<file path="src/rtl/sram_bus_arbiter_pkg.sv">
// Shared encodings for the IF/MEM sram-bus arbiter and its per-port result buffers.
// Latency: n/a (types and constants only).
// Backpressure: n/a.
package sram_bus_arbiter_pkg;

  // Arbiter FSM states, 3-bit so the cache bridge can decode the same values
  typedef enum logic [2:0] {
    ST_IDLE   = 3'd0,
    ST_I_ADDR = 3'd1,
    ST_I_WAIT = 3'd2,
    ST_D_ADDR = 3'd3,
    ST_D_WAIT = 3'd4
  } arb_state_e;

  // Transfer sizes as seen on the bus
  localparam logic [1:0] SIZE_BYTE = 2'd0;
  localparam logic [1:0] SIZE_HALF = 2'd1;
  localparam logic [1:0] SIZE_WORD = 2'd2;

  // Identity of the most recently granted port
  localparam logic GRANT_INST = 1'b0;
  localparam logic GRANT_DATA = 1'b1;

  // Fetches are always full-word reads with no byte enables
  localparam logic [3:0] INST_WSTRB = 4'b0000;

  // True while the request is being presented on the bus
  function automatic logic is_addr_phase(input arb_state_e s);
    return (s == ST_I_ADDR) || (s == ST_D_ADDR);
  endfunction

endpackage

</file>
<file path="src/rtl/sram_bus_arbiter_port_buf.sv">
// Per-port result holder: done flag plus rdata register, cleared when the stage moves on.
// Latency: result visible the cycle after set_i; stall drops combinationally with done.
// Backpressure: holds rdata and done until adv_i or flush_i; the stage stalls while req & ~done.
module sram_bus_arbiter_port_buf
  import sram_bus_arbiter_pkg::*;
#(
  parameter int DATA_W = 32
) (
  input  logic              clk,
  input  logic              rst,
  input  logic              req_i,
  input  logic              adv_i,
  input  logic              flush_i,
  input  logic              set_i,
  input  logic [DATA_W-1:0] rdata_i,
  output logic              eligible_o,
  output logic              stall_o,
  output logic [DATA_W-1:0] rdata_o
);

  logic              done_q, done_d;
  logic [DATA_W-1:0] rdata_q;

  // A returning result wins; otherwise the stage advancing or a flush clears done
  always_comb begin
    done_d = done_q;
    if (set_i) begin
      done_d = 1'b1;
    end else if (adv_i || flush_i) begin
      done_d = 1'b0;
    end
  end

  // Done flag register
  always_ff @(posedge clk or posedge rst) begin
    if (rst) begin
      done_q <= 1'b0;
    end else begin
      done_q <= done_d;
    end
  end

  // Result data is only overwritten by a non-cancelled completion
  always_ff @(posedge clk or posedge rst) begin
    if (rst) begin
      rdata_q <= '0;
    end else if (set_i) begin
      rdata_q <= rdata_i;
    end
  end

  assign eligible_o = req_i & ~done_q & ~flush_i;
  assign stall_o    = req_i & ~done_q;
  assign rdata_o    = rdata_q;

endmodule

</file>
<file path="src/rtl/sram_bus_arbiter.sv">
// Shares one sram-like bus between the IF fetch port and the MEM load/store port.
// Latency: req at t -> bus_req at t+1; with addr_ok at t+1 and data_ok at t+2, result and stall release at t+3.
// Backpressure: one transaction in flight; bus_req is held until addr_ok, losing port stalls via stallreq.
module sram_bus_arbiter
  import sram_bus_arbiter_pkg::*;
#(
  parameter int ADDR_W        = 32,
  parameter int DATA_W        = 32,
  parameter bit DATA_PRIORITY = 1'b1
) (
  input  logic              clk,
  input  logic              rst,
  input  logic              inst_req,
  input  logic [ADDR_W-1:0] inst_addr,
  input  logic              inst_adv,
  output logic [DATA_W-1:0] inst_rdata,
  output logic              stallreq_from_if,
  input  logic              data_req,
  input  logic              data_wr,
  input  logic [1:0]        data_size,
  input  logic [3:0]        data_wstrb,
  input  logic [ADDR_W-1:0] data_addr,
  input  logic [DATA_W-1:0] data_wdata,
  input  logic              data_adv,
  output logic [DATA_W-1:0] data_rdata,
  output logic              stallreq_from_mem,
  input  logic              flush,
  output logic              bus_req,
  output logic              bus_wr,
  output logic [1:0]        bus_size,
  output logic [3:0]        bus_wstrb,
  output logic [ADDR_W-1:0] bus_addr,
  output logic [DATA_W-1:0] bus_wdata,
  input  logic              bus_addr_ok,
  input  logic              bus_data_ok,
  input  logic [DATA_W-1:0] bus_rdata
);

  arb_state_e        state_q, state_d;
  logic              cancel_q, cancel_d;
  logic              last_q, last_d;
  logic              bus_wr_q, bus_wr_d;
  logic [1:0]        bus_size_q, bus_size_d;
  logic [3:0]        bus_wstrb_q, bus_wstrb_d;
  logic [ADDR_W-1:0] bus_addr_q, bus_addr_d;
  logic [DATA_W-1:0] bus_wdata_q, bus_wdata_d;

  logic inst_elig, data_elig;
  logic grant_inst, grant_data;
  logic inst_set, data_set;

  // Data wins a tie when prioritised; otherwise the port granted last time yields
  always_comb begin
    grant_data = data_elig & (~inst_elig | DATA_PRIORITY | (last_q == GRANT_INST));
    grant_inst = inst_elig & ~grant_data;
  end

  // Next state, cancel tracking, grant bookkeeping and bus field capture
  always_comb begin
    state_d     = state_q;
    cancel_d    = cancel_q;
    last_d      = last_q;
    bus_wr_d    = bus_wr_q;
    bus_size_d  = bus_size_q;
    bus_wstrb_d = bus_wstrb_q;
    bus_addr_d  = bus_addr_q;
    bus_wdata_d = bus_wdata_q;
    inst_set    = 1'b0;
    data_set    = 1'b0;
    case (state_q)
      ST_IDLE: begin
        cancel_d = 1'b0;
        if (grant_data) begin
          state_d     = ST_D_ADDR;
          last_d      = GRANT_DATA;
          bus_wr_d    = data_wr;
          bus_size_d  = data_size;
          bus_wstrb_d = data_wstrb;
          bus_addr_d  = data_addr;
          bus_wdata_d = data_wdata;
        end else if (grant_inst) begin
          state_d     = ST_I_ADDR;
          last_d      = GRANT_INST;
          bus_wr_d    = 1'b0;
          bus_size_d  = SIZE_WORD;
          bus_wstrb_d = INST_WSTRB;
          bus_addr_d  = inst_addr;
          bus_wdata_d = '0;
        end
      end
      ST_I_ADDR, ST_D_ADDR: begin
        if (flush) cancel_d = 1'b1;
        if (bus_addr_ok) begin
          state_d = (state_q == ST_I_ADDR) ? ST_I_WAIT : ST_D_WAIT;
        end
      end
      ST_I_WAIT, ST_D_WAIT: begin
        if (bus_data_ok) begin
          // A flush landing on the return cycle also discards the result
          inst_set = (state_q == ST_I_WAIT) & ~cancel_q & ~flush;
          data_set = (state_q == ST_D_WAIT) & ~cancel_q & ~flush;
          cancel_d = 1'b0;
          state_d  = ST_IDLE;
        end else if (flush) begin
          cancel_d = 1'b1;
        end
      end
      default: state_d = ST_IDLE;
    endcase
  end

  // FSM and arbitration registers
  always_ff @(posedge clk or posedge rst) begin
    if (rst) begin
      state_q  <= ST_IDLE;
      cancel_q <= 1'b0;
      last_q   <= GRANT_INST;
    end else begin
      state_q  <= state_d;
      cancel_q <= cancel_d;
      last_q   <= last_d;
    end
  end

  // Bus request fields, held stable for the whole transaction
  always_ff @(posedge clk or posedge rst) begin
    if (rst) begin
      bus_wr_q    <= 1'b0;
      bus_size_q  <= 2'd0;
      bus_wstrb_q <= 4'd0;
      bus_addr_q  <= '0;
      bus_wdata_q <= '0;
    end else begin
      bus_wr_q    <= bus_wr_d;
      bus_size_q  <= bus_size_d;
      bus_wstrb_q <= bus_wstrb_d;
      bus_addr_q  <= bus_addr_d;
      bus_wdata_q <= bus_wdata_d;
    end
  end

  assign bus_req   = is_addr_phase(state_q);
  assign bus_wr    = bus_wr_q;
  assign bus_size  = bus_size_q;
  assign bus_wstrb = bus_wstrb_q;
  assign bus_addr  = bus_addr_q;
  assign bus_wdata = bus_wdata_q;

  sram_bus_arbiter_port_buf #(.DATA_W(DATA_W)) u_inst_buf (
    .clk        (clk),
    .rst        (rst),
    .req_i      (inst_req),
    .adv_i      (inst_adv),
    .flush_i    (flush),
    .set_i      (inst_set),
    .rdata_i    (bus_rdata),
    .eligible_o (inst_elig),
    .stall_o    (stallreq_from_if),
    .rdata_o    (inst_rdata)
  );

  sram_bus_arbiter_port_buf #(.DATA_W(DATA_W)) u_data_buf (
    .clk        (clk),
    .rst        (rst),
    .req_i      (data_req),
    .adv_i      (data_adv),
    .flush_i    (flush),
    .set_i      (data_set),
    .rdata_i    (bus_rdata),
    .eligible_o (data_elig),
    .stall_o    (stallreq_from_mem),
    .rdata_o    (data_rdata)
  );

endmodule

</file>
<file path="config.mk">
export PLATFORM = sky130hd
export DESIGN_NAME = sram_bus_arbiter
export DESIGN_NICKNAME = d
export VERILOG_FILES = /design/src/rtl/sram_bus_arbiter_pkg.sv /design/src/rtl/sram_bus_arbiter_port_buf.sv /design/src/rtl/sram_bus_arbiter.sv
export SDC_FILE = /design/constraint.sdc
export NUM_CORES = 1
export LEC_CHECK = 0
export CORE_ASPECT_RATIO = 1.4
export CORE_MARGIN = 2
export CORE_UTILIZATION = 25
export CTS_BUF_LIST = sky130_fd_sc_hd__clkbuf_2 sky130_fd_sc_hd__clkbuf_4 sky130_fd_sc_hd__clkbuf_8
export DETAILED_ROUTE_END_ITERATION = 8
export DONT_BUFFER_PORTS = 1
export GPL_TIMING_DRIVEN = 0
export SKIP_LAST_GASP = 1
export SLEW_MARGIN = 20
export SYNTH_ARGS = -nofsm -noshare
export SYNTH_HDL_FRONTEND = slang
export SYNTH_SLANG_ARGS = --single-unit
</file>
<file path="constraint.sdc">
create_clock -name clk -period 5.21 [get_ports clk]
set_clock_uncertainty 0.2 [all_clocks]
set_input_delay 0.521 -clock clk [delete_from_list [all_inputs] [get_ports clk]]
set_output_delay 0.521 -clock clk [all_outputs]
set_load 0.01 [all_outputs]
</file>
==> flow_metrics.py, run 1 <==
metrics = {
    "status": {
        "status": "completed",
    },
    "power": {
        "intPower_uw": 2510,
        "p_seq_share_pct": 55.1,
        "switching_share_pct": 35.2,
        "p_switching_uw": 1360,
        "p_total_uw": 3870,
        "power.leakage_uw": 0.00324,
        "ir_worst_vdd_v": 0.000192,
        "p_per_area_nw_per_um2": 531,
        "p_comb_share_pct": 22.0,
        "clock_power_share_pct": 22.9,
    },
    "clock_tree": {
        "post_cts_resized": 0,
        "cts_buffer_depth": 2,
        "clock_sink_count": 141,
        "cts_tree": "built",
        "hold_buffers": 76,
        "clk_latency_ns": 0.45,
        "post_cts_buffers": 0,
        "clkTransAtPathRegs_ns": 0.09,
        "numCtsBuffers": 17,
        "htree_levels": 4,
        "root_buffer": "clkbuf_8",
    },
    "setup_path": {
        "critPathArrivalTime_ns": 2.28,
        "path_max_fanout": 10,
        "cp.required_ns": 5.35,
        "rrSetupSlack_ns": 3.06,
        "r2r-end": "bus_addr[1]$_DFFE_PP0P_",
        "path_class": "reg2reg",
        "critPathLaunchType": "flop",
        "regToRegStartpoint": "u_data_buf.done_q$_DFFE_PP0P_",
        "crit_path_end_kind": "flop",
        "rr_worst_depth": 4,
    },
    "cells_and_area": {
        "utilization_pct": 32.4,
        "nets": 604,
        "area_growth_pct": 27.6,
        "n_antenna_cell": 0,
        "drive_gt1_share_pct": 39.5,
        "final_area_um2": 7300,
    },
    "floorplan": {
        "rows": 65,
        "die_area_um2": 24100,
        "io-pin-count": 282,
        "fp.dieH_um": 183,
        "fp.dieW_um": 132,
        "start_util_pct": 25.4,
        "coreArea_um2": 22500,
    },
    "grt": {
        "grt_pass1_wl_um": 22500,
        "grt_pass1_vias": 3898,
        "antenna_found_initial": 0,
        "gr-usage-all-layers_pct": 12.3,
        "grt_max_degree": 73,
        "grt_overflow": 0,
    },
    "yosys": {
        "synth_cells": 364,
        "synth_edf_count": 0,
        "yosysTopAreaCell": "dfrtp_1",
        "synthDistinctLibCells": 27,
        "synthTopCellsByArea": "dfrtp_1, mux2_2, a22o_1",
        "synth_warnings": 0,
        "synth_seq_cells": 141,
        "synth_area_um2": 5720,
        "synth_top_flop_cell": "dfrtp_1",
        "synth_top_area_share_pct": 61.7,
        "synth_async_sr_flop_share_pct": 100,
        "synth.yosys.seq_area_share_pct": 61.7,
        "avgSynthCellArea_um2": 15.7,
        "syn_nets": 508,
    },
    "placed_design": {
        "place_area_um2": 6130,
        "portBuffers": 0,
        "post-dp-hpwl_um": 10500,
        "place.gp.congestion": 0.730,
        "pre_cts_ws_ns": 2.86,
    },
    "timing": {
        "fin_ws_ns": 3.06,
        "setup-tns-final_ns": 0,
        "fin_crit_sh_pct": 41.2,
        "rsz0062_at_grt": "no",
        "finalHoldViolCount": 0,
        "drv_slew": 0,
        "timing.slew.headroom_pct": 61.0,
        "finalCriticalPeriod_ns": 2.15,
        "finalSetupViolCount": 0,
        "max_freq_ghz": 0.466,
        "worst_pin_slew_ns": 0.583,
    },
    "hold_path": {
        "worstHoldStart": "flush",
        "min_to": "cancel_q$_DFFE_PP0P_",
        "hold_class": "in2reg",
        "hold_depth": 2,
    },
    "drt": {
        "via_per_inst": 4.51,
        "totalWireLength_um": 14600,
        "dr.first_iter.drc_count": 182,
        "dr_total_vias": 3489,
        "wl_per_cell_um": 18.8,
        "drt_pass1_iterations": 4,
        "ant_nets": 0,
        "drc_errors": 0,
    },
    "run": {
        "maxCapViolCount": 0,
    },
}
[cells by family after synthesis]
logic type	synth area share [%]
AO/OA/AOI/OAI	6.91
adder cells (fa/ha/maj)	0.175
buffers and inverters	3.54
flip-flops	61.7
multiplexers	25.4
AND/OR/NAND/NOR	2.32
[placed cells by master, fill, tap and decap left out, drive strengths merged, types with 2 or more instances in the layout]
cell	count
nor4	2
clkbuf	26
dfrtp	141
nand3	2
clkinv	5
nand2	5
o21ai	3
a21oi	4
inv	9
nor2b	2
clkinvlp	4
dlygate4sd3	76
mux2	128
a22o	38
bufinv	2
buf	15
nor2	3
[registers in the layout (all words and copies together), names as in the netlist]
| name | count |
|---|---|
| bus_addr | 32 |
| bus_wdata | 32 |
| u_data_buf.rdata_o | 32 |
| u_inst_buf.rdata_o | 32 |
| bus_wstrb | 4 |
| state_q | 3 |
| bus_size | 2 |
| bus_wr | 1 |
| cancel_q | 1 |
| u_data_buf.done_q | 1 |
| u_inst_buf.done_q | 1 |
[cell usage after synthesis (2+ instances only)]
library cell / n
a22o_1: 38
clkbuf_1: 4
nand2_1: 5
buf_4: 2
a21oi_1: 4
o21ai_0: 2
mux2_2: 128
dfrtp_1: 141
buf_2: 5
inv_1: 6
nor2b_1: 2
nor2_1: 3
nand3_2: 2
clkbuf_8: 3
buf_6: 7
[power groups by stage]
stage          Sequential (uW)  Combinational, uW  Clock, uW
3_5_place_dp              2160                816          0
5_1_grt                   2190                941        974
2_1_floorplan             2010                676          0
6_report                  2130                854        886
3_3_place_gp              2140                763          0
4_1_cts                   2140                868        934
[final cells by class]
class	count	area, um2
plain buffers	22	180
clock buffers	18	241
clock inverters	14	163
fillers	2217	15200
inverters	6	30.0
multi-input cells	195	1990
flip-flops and latches	141	3530
well taps	301	377
repair buffers	77	788
[layer usage]
layer	share of wire, %	track usage (%)	routed length [um]
met5	0	0	0
met3	9.3	5.39	1350
met4	2.3	5.65	334
met2	54	22.2	7890
met1	34	12.0	5010
[through the flow]
step | hold slack, ns | instances
after CTS | 0.0197 | 774
after global placement | 0.272 | 665
after floorplan | 0.246 | 364
final | 0.0760 | 774
after global routing | 0.0313 | 774
after detailed placement | 0.235 | 666
[critical path: stages (launching register included)]
cell	delay (ns)
dfrtp_1	0.40
nor3b_2	0.50
clkbuf_8	0.31
mux2_2	0.36
mux2_2	0.26
[worst max path at each step]
stage	start	end	slack, ns	cells after the start
global placement	rst	u_data_buf.rdata_o[1]$_DFFE_PP0P_	-0.54	1
floorplan	rst	bus_addr[0]$_DFFE_PP0P_	0.71	1
global route	u_data_buf.done_q$_DFFE_PP0P_	bus_addr[1]$_DFFE_PP0P_	2.93	4
detailed placement	data_req	bus_addr[3]$_DFFE_PP0P_	2.86	4
CTS	u_data_buf.done_q$_DFFE_PP0P_	bus_addr[1]$_DFFE_PP0P_	2.97	4
finish	u_data_buf.done_q$_DFFE_PP0P_	bus_addr[1]$_DFFE_PP0P_	3.06	4
Power figures use the tool's default switching activity.
==> run 2, diff against run 1 <==
==> constraint.sdc (replaced) <==
create_clock -name clk -period 1.84 [get_ports clk]
set_clock_uncertainty 0.2 [all_clocks]
set_input_delay 0.184 -clock clk [delete_from_list [all_inputs] [get_ports clk]]
set_output_delay 0.184 -clock clk [all_outputs]
set_load 0.01 [all_outputs]
==> flow_metrics.py, run 2 <==
metrics = {
    "status": {
        "status": "stopped before the end",
        "stop_stage": "clock tree synthesis (4_1_cts)",
        "run.stop_error": "[ERROR RSZ-0060] Max buffer count reached.",
    },
    "yosys": {
        "synth_top_flop_cell": "dfrtp_1",
        "synth_top_area_share_pct": 61.7,
        "ys_top_cells_by_count": "dfrtp_1, mux2_2, a22o_1",
        "avgSynthCellArea_um2": 15.7,
        "synth.yosys.seq_area_share_pct": 61.7,
        "synthDistinctLibCells": 27,
        "syn_nets": 508,
        "synth_seq_cells": 141,
        "synth_area_um2": 5720,
        "synth.most_common_cell": "dfrtp_1",
        "synth_async_sr_flop_share_pct": 100,
        "synth_edf_count": 0,
        "synth_warnings": 0,
        "yosysTopAreaCell": "dfrtp_1",
        "synth_cells": 364,
        "synthTopCellsByArea": "dfrtp_1, mux2_2, a22o_1",
    },
    "clock_tree": {
        "clock_sink_count": 141,
        "htree_levels": 4,
        "post_cts_buffers": 7,
        "cts_buffer_depth": 2,
        "post_cts_resized": 25,
        "hold_buffers": 142,
        "numCtsBuffers": 17,
        "root_buffer": "clkbuf_8",
    },
    "floorplan": {
        "fp.dieH_um": 183,
        "rows": 65,
        "io-pin-count": 282,
        "fp.dieW_um": 132,
        "start_util_pct": 25.4,
    },
    "placed_design": {
        "post-dp-hpwl_um": 11100,
        "placed_cells": 669,
        "place_area_um2": 6190,
        "portBuffers": 0,
        "place.gp.congestion": 0.759,
    },
}
-- run 2: cell counts after synthesis --
Identical to the previous run, type by type.
-- run 2: per-stage QoR --
stage                     worst slack [ns]  utilization, %
after global placement              -0.903            27.1
after floorplan                     -0.307               -
after detailed placement            -0.382            27.5
-- run 2: logic make-up after synthesis --
logic type / after synthesis / share of synthesized area, %
DFF: 141 / 61.7
and+or+nand+nor: 17 / 2.32
adders and majority gates: 1 / 0.175
AOI/OAI and AO/OA: 48 / 6.91
buffers and inverters: 28 / 3.54
muxes: 129 / 25.4
==> run 3, diff against run 2 <==
--- a/config.mk
+++ b/config.mk
@@ -5,13 +5,12 @@
 export SDC_FILE = /design/constraint.sdc
 export NUM_CORES = 1
 export LEC_CHECK = 0
-export CORE_ASPECT_RATIO = 1.4
 export CORE_MARGIN = 2
-export CORE_UTILIZATION = 25
-export CTS_BUF_LIST = sky130_fd_sc_hd__clkbuf_2 sky130_fd_sc_hd__clkbuf_4 sky130_fd_sc_hd__clkbuf_8
+export CORE_UTILIZATION = 20
 export DETAILED_ROUTE_END_ITERATION = 8
 export DONT_BUFFER_PORTS = 1
 export GPL_TIMING_DRIVEN = 0
+export PLACE_DENSITY_LB_ADDON = 0.15
 export SKIP_LAST_GASP = 1
 export SLEW_MARGIN = 20
 export SYNTH_ARGS = -nofsm -noshare
==> constraint.sdc (replaced) <==
create_clock -name clk -period 2.4 [get_ports clk]
set_clock_uncertainty 0.2 [all_clocks]
set_input_delay 0.24 -clock clk [delete_from_list [all_inputs] [get_ports clk]]
set_output_delay 0.24 -clock clk [all_outputs]
set_load 0.01 [all_outputs]
==> flow_metrics.py, run 3 (same netlist as run 1, synthesis figures left out) <==
metrics = {
    "cells_and_area": {
        "final_area_um2": 8280,
        "drive_gt1_share_pct": 35.3,
        "n_antenna_cell": 0,
        "instances_no_fill": 919,
        "mostFrequentLayoutCells": "dfrtp_1, dlygate4sd3_1, mux2_2",
        "area_growth_pct": 44.8,
        "nets": 672,
    },
    "setup_path": {
        "cp.buffers_inverters": 1,
        "crit_path_end_kind": "flop",
        "max_stage_delay_ns": 0.55,
        "cp.required_ns": 2.49,
        "rr_worst_depth": 4,
        "slowest_stage": "nor3b_2",
        "critPathArrivalTime_ns": 2.31,
        "regToRegStartpoint": "u_data_buf.done_q$_DFFE_PP0P_",
        "path_class": "reg2reg",
        "r2r-end": "bus_addr[9]$_DFFE_PP0P_",
        "critPathTopFamily": "multiplexers",
        "rrSetupSlack_ns": 0.18,
        "critPathLaunchType": "flop",
        "crit_top_cell": "mux2_2",
        "path_cells": "nor3b_2, clkbuf_8, mux2_2, mux2_2",
        "path_max_fanout": 10,
    },
    "timing": {
        "finalSetupViolCount": 0,
        "finalHoldViolCount": 0,
        "drv_slew": 0,
        "rsz0062_at_grt": "no",
        "max_freq_ghz": 0.451,
        "timing.slew.headroom_pct": 57.0,
        "fin_ws_ns": 0.185,
        "setup-tns-final_ns": 0,
        "worst_pin_slew_ns": 0.642,
        "fin_crit_sh_pct": 92.3,
        "finalCriticalPeriod_ns": 2.22,
    },
    "grt": {
        "grt_pass1_wl_um": 25800,
        "grt_max_degree": 35,
        "antenna_found_initial": 0,
        "grt_overflow": 0,
        "grt_pass1_vias": 4210,
        "gr-usage-all-layers_pct": 11.2,
    },
    "drt": {
        "totalWireLength_um": 16400,
        "wl_per_cell_um": 17.9,
        "drt_pass1_iterations": 4,
        "via_per_inst": 4.10,
        "drc_errors": 0,
        "dr_total_vias": 3772,
        "ant_nets": 0,
        "dr.first_iter.drc_count": 118,
    },
    "floorplan": {
        "fp.dieW_um": 173,
        "start_util_pct": 20.4,
        "io-pin-count": 282,
        "die_area_um2": 30000,
        "rows": 61,
        "coreArea_um2": 28000,
        "fp.dieH_um": 173,
    },
    "clock_tree": {
        "numCtsBuffers": 17,
        "clk_latency_ns": 0.41,
        "post_cts_buffers": 0,
        "cts_tree": "built",
        "htree_levels": 4,
        "cts_buffer_depth": 2,
        "root_buffer": "clkbuf_16",
        "clkTransAtPathRegs_ns": 0.07,
        "clock_sink_count": 141,
    },
    "power": {
        "p_per_area_nw_per_um2": 1120,
        "ir_worst_vdd_v": 0.000402,
        "power.leakage_uw": 0.00362,
    },
    "placed_design": {
        "placed_cells": 746,
        "portBuffers": 0,
        "post-dp-hpwl_um": 11200,
        "pre_cts_ws_ns": 0.0859,
        "place.gp.congestion": 0.759,
        "place_area_um2": 6280,
    },
    "status": {
        "status": "completed",
    },
    "hold_path": {
        "hold_depth": 4,
        "min_to": "state_q[1]$_DFFE_PP0P_",
        "hold_class": "in2reg",
        "worstHoldStart": "flush",
    },
    "run": {
        "maxCapViolCount": 0,
    },
}
-- run 3: worst max-delay path by stage --
stage / start / end / slack (ns) / cells after the start
floorplan: rst / bus_addr[0]$_DFFE_PP0P_ / 0.20 / 1
finish: u_data_buf.done_q$_DFFE_PP0P_ / bus_addr[9]$_DFFE_PP0P_ / 0.18 / 4
global placement: rst / bus_addr[18]$_DFFE_PP0P_ / -0.61 / 1
global route: u_data_buf.done_q$_DFFE_PP0P_ / bus_addr[7]$_DFFE_PP0P_ / 0.10 / 4
CTS: u_data_buf.done_q$_DFFE_PP0P_ / bus_wdata[9]$_DFFE_PP0P_ / 0.08 / 4
detailed placement: u_data_buf.done_q$_DFFE_PP0P_ / bus_wdata[9]$_DFFE_PP0P_ / 0.09 / 4
-- run 3: layout make-up --
| class | count | area (um2) |
|---|---|---|
| repair buffers | 145 | 1490 |
| well taps | 378 | 473 |
| flip-flops and latches | 141 | 3530 |
| fillers | 2815 | 19700 |
| multi-input cells | 195 | 1990 |
| plain buffers | 22 | 180 |
| clock buffers | 18 | 439 |
| clock inverters | 14 | 151 |
| inverters | 6 | 26.3 |
-- run 3: tightest hold or removal path: cells and delay by family --
family | cells | cell delay [ns]
compound gates | 1 | 0.05
buf+inv | 1 | 0.19
simple gates | 2 | 0.15
-- run 3: where the power goes --
group	switching (uW)	internal (uW)	total (uW)
clock	1170	1500	2660
sequential	1240	3390	4630
combinational	762	1190	1950
-- run 3: stage by stage --
step / power (uW) / hold WS, ns / utilization, %
after floorplan: 5840 / 0.126 / -
after global placement: 6400 / 0.132 / 22.1
after detailed placement: 6460 / -0.0195 / 22.4
after CTS: 9410 / 0.0393 / 29.6
after global routing: 9810 / 0.0685 / 29.6
final: 9240 / 0.0542 / 29.6
-- run 3: timing repair --
action,CTS,global route
endpoints found under the setup margin,0,3
hold endpoints to repair,249,0
resized for setup,0,1
hold buffers,141,0
-- run 3: routing by layer --
metal | GRT usage, % | vias up | wire (um) | share of wire (%)
li1 | - | 1655 | - | -
met1 | 12.2 | 1899 | 6300 | 38
met2 | 19.1 | 201 | 8220 | 50
met3 | 4.97 | 17 | 1640 | 10
met4 | 4.13 | 0 | 272 | 1.7
met5 | 0 | - | 0 | 0
==> run 4, diff against run 3 <==
--- a/config.mk
+++ b/config.mk
@@ -5,6 +5,7 @@
 export SDC_FILE = /design/constraint.sdc
 export NUM_CORES = 1
 export LEC_CHECK = 0
+export ABC_AREA = 1
 export CORE_MARGIN = 2
 export CORE_UTILIZATION = 20
 export DETAILED_ROUTE_END_ITERATION = 8
==> flow_metrics.py, run 4 <==
metrics = {
    "status": {
        "status": "completed",
    },
    "cells_and_area": {
        "fill_cells": 3102,
        "final_common_cell": "nand2_1",
        "instances_no_fill": 1259,
        "n_antenna_cell": 0,
        "mostFrequentLayoutCells": "nand2_1, dlygate4sd3_1, dfrtp_1",
        "drive_gt1_share_pct": 8.34,
        "nets": 1006,
        "area_growth_pct": 45.3,
    },
    "yosys": {
        "avgSynthCellArea_um2": 8.39,
        "synth_area_um2": 5820,
        "synth_seq_cells": 141,
        "yosysTopAreaCell": "dfrtp_1",
        "syn_nets": 838,
        "synth_warnings": 0,
        "synth_cells": 694,
        "synth_async_sr_flop_share_pct": 100,
        "synthTopCellsByArea": "dfrtp_1, nand2_1, o21ai_0",
        "synth_top_area_share_pct": 60.6,
        "synth_edf_count": 0,
        "synth_top_flop_cell": "dfrtp_1",
        "synth.most_common_cell": "nand2_1",
        "synth.yosys.seq_area_share_pct": 60.6,
        "synthDistinctLibCells": 18,
        "ys_top_cells_by_count": "nand2_1, dfrtp_1, o21ai_0",
    },
    "placed_design": {
        "portBuffers": 0,
        "pre_cts_ws_ns": 0.464,
        "placed_cells": 1083,
        "post-dp-hpwl_um": 14300,
        "place.gp.congestion": 0.772,
    },
    "grt": {
        "grt_pass1_vias": 5428,
        "antenna_found_initial": 0,
        "grt_max_degree": 32,
        "grt_pass1_wl_um": 31400,
        "gr-usage-all-layers_pct": 13.3,
        "grt_overflow": 0,
    },
    "power": {
        "ir_worst_vdd_v": 0.000377,
        "power.leakage_uw": 0.00426,
        "p_per_area_nw_per_um2": 1150,
    },
    "clock_tree": {
        "post_cts_buffers": 0,
        "clk_latency_ns": 0.41,
        "root_buffer": "clkbuf_16",
        "cts_tree": "built",
        "htree_levels": 4,
        "cts_buffer_depth": 2,
        "numCtsBuffers": 17,
        "clock_sink_count": 141,
        "clkTransAtPathRegs_ns": 0.06,
    },
    "timing": {
        "finalSetupViolCount": 0,
        "timing.slew.headroom_pct": 62.2,
        "drv_slew": 0,
        "worst_pin_slew_ns": 0.567,
        "fin_crit_sh_pct": 96.6,
        "finalCriticalPeriod_ns": 2.32,
        "fin_ws_ns": 0.0823,
        "finalHoldViolCount": 0,
        "rsz0062_at_grt": "no",
        "max_freq_ghz": 0.431,
    },
    "drt": {
        "wl_per_cell_um": 16.0,
        "totalWireLength_um": 20100,
        "dr_total_vias": 5154,
        "drt_pass1_iterations": 4,
        "dr.first_iter.drc_count": 293,
        "via_per_inst": 4.09,
        "ant_nets": 0,
        "drc_errors": 0,
    },
    "floorplan": {
        "fp.dieH_um": 175,
        "rows": 62,
        "coreArea_um2": 28700,
        "fp.dieW_um": 175,
        "die_area_um2": 30500,
        "start_util_pct": 20.3,
        "io-pin-count": 282,
    },
    "run": {
        "maxCapViolCount": 0,
    },
    "hold_path": {
        "hold_class": "in2reg",
    },
    "setup_path": {
        "crit_path_end_kind": "flop",
        "critPathLaunchType": "input pin",
        "cp.required_ns": 2.50,
        "path_max_fanout": 10,
        "critPathArrivalTime_ns": 2.42,
        "path_class": "in2reg",
    },
}
-- run 4: final cells by class --
class                   count  area (um2)  share of cell area [%]
clock inverters            15         185                    2.19
flip-flops and latches    141        3530                    41.7
clock buffers              17         425                    5.03
well taps                 384         480                    5.68
plain buffers              37         180                    2.13
multi-input cells         471        1950                    23.0
inverters                  45         173                    2.04
repair buffers            149        1540                    18.2
-- run 4: final timing paths --
| kind | start | end | slack (ns) | cells past startpoint |
|---|---|---|---|---|
| hold reg to reg | bus_addr[15]$_DFFE_PP0P_ | bus_addr[15]$_DFFE_PP0P_ | 0.34 | 2 |
| hold / removal | flush | u_inst_buf.rdata_o[10]$_DFFE_PP0P_ | 0.07 | 5 |
| min in group asynchronous | rst | u_inst_buf.rdata_o[12]$_DFFE_PP0P_ | 0.08 | 2 |
| max in group asynchronous | rst | bus_wdata[4]$_DFFE_PP0P_ | 1.06 | 5 |
| setup / recovery | flush | bus_addr[1]$_DFFE_PP0P_ | 0.08 | 9 |
| setup reg to reg | u_data_buf.done_q$_DFFE_PP0P_ | bus_addr[1]$_DFFE_PP0P_ | 0.19 | 7 |
-- run 4: critical path, cell delays in order --
cell and delay [ns]:
dlygate4sd3_1 0.59, inv_2 0.16, nand3_2 0.27, buf_2 0.32, nand2_1 0.09, nand2_1 0.06, dlygate4sd3_1 0.56, nand2_1 0.07
nand2_1 0.05
-- run 4: cell families (layout without fill, tap and decap cells) --
family / after synthesis / in the layout / synth area share, %
flops: 141 / 141 / 60.6
compound gates: 72 / 72 / 6.47
simple gates: 399 / 399 / 27.0
buf+inv: 82 / 263 / 5.97
-- run 4: power breakdown --
group          total (uW)  internal, uW  switching (uW)  leakage, uW
clock network        2800          1660            1140     0.000300
logic                2050           836            1210      0.00215
registers            4910          3480            1430      0.00182
total                9760          5970            3790      0.00426
-- run 4: routing by layer --
layer / share of wire (%) / routed length [um] / vias to the layer above / GRT usage [%]
li1: - / - / 2488 / -
met1: 43 / 8640 / 2446 / 16.3
met2: 47 / 9450 / 205 / 21.6
met3: 8.6 / 1730 / 15 / 5.24
met4: 1.6 / 325 / 0 / 4.13
met5: 0 / 0 / - / 0
-- run 4: per-stage QoR --
step                power (uW)  utilization [%]  setup TNS, ns  hold WS, ns  cell area (um2)
floorplan                 6010                -              0        0.135             5830
global placement          6830             22.0        -127.91        0.138             6310
detailed placement        6870             22.3              0       -0.116             6410
CTS                       9970             29.5              0       0.0471             8460
global route             10600             29.5              0       0.0561             8460
finish                    9760             29.5              0       0.0679             8460
-- run 4: timing repair --
action / CTS / global route
hold buffers: 144 / 0
gates resized for setup: 0 / 3
endpoints found under the hold margin: 251 / 0
setup endpoints to repair: 0 / 11
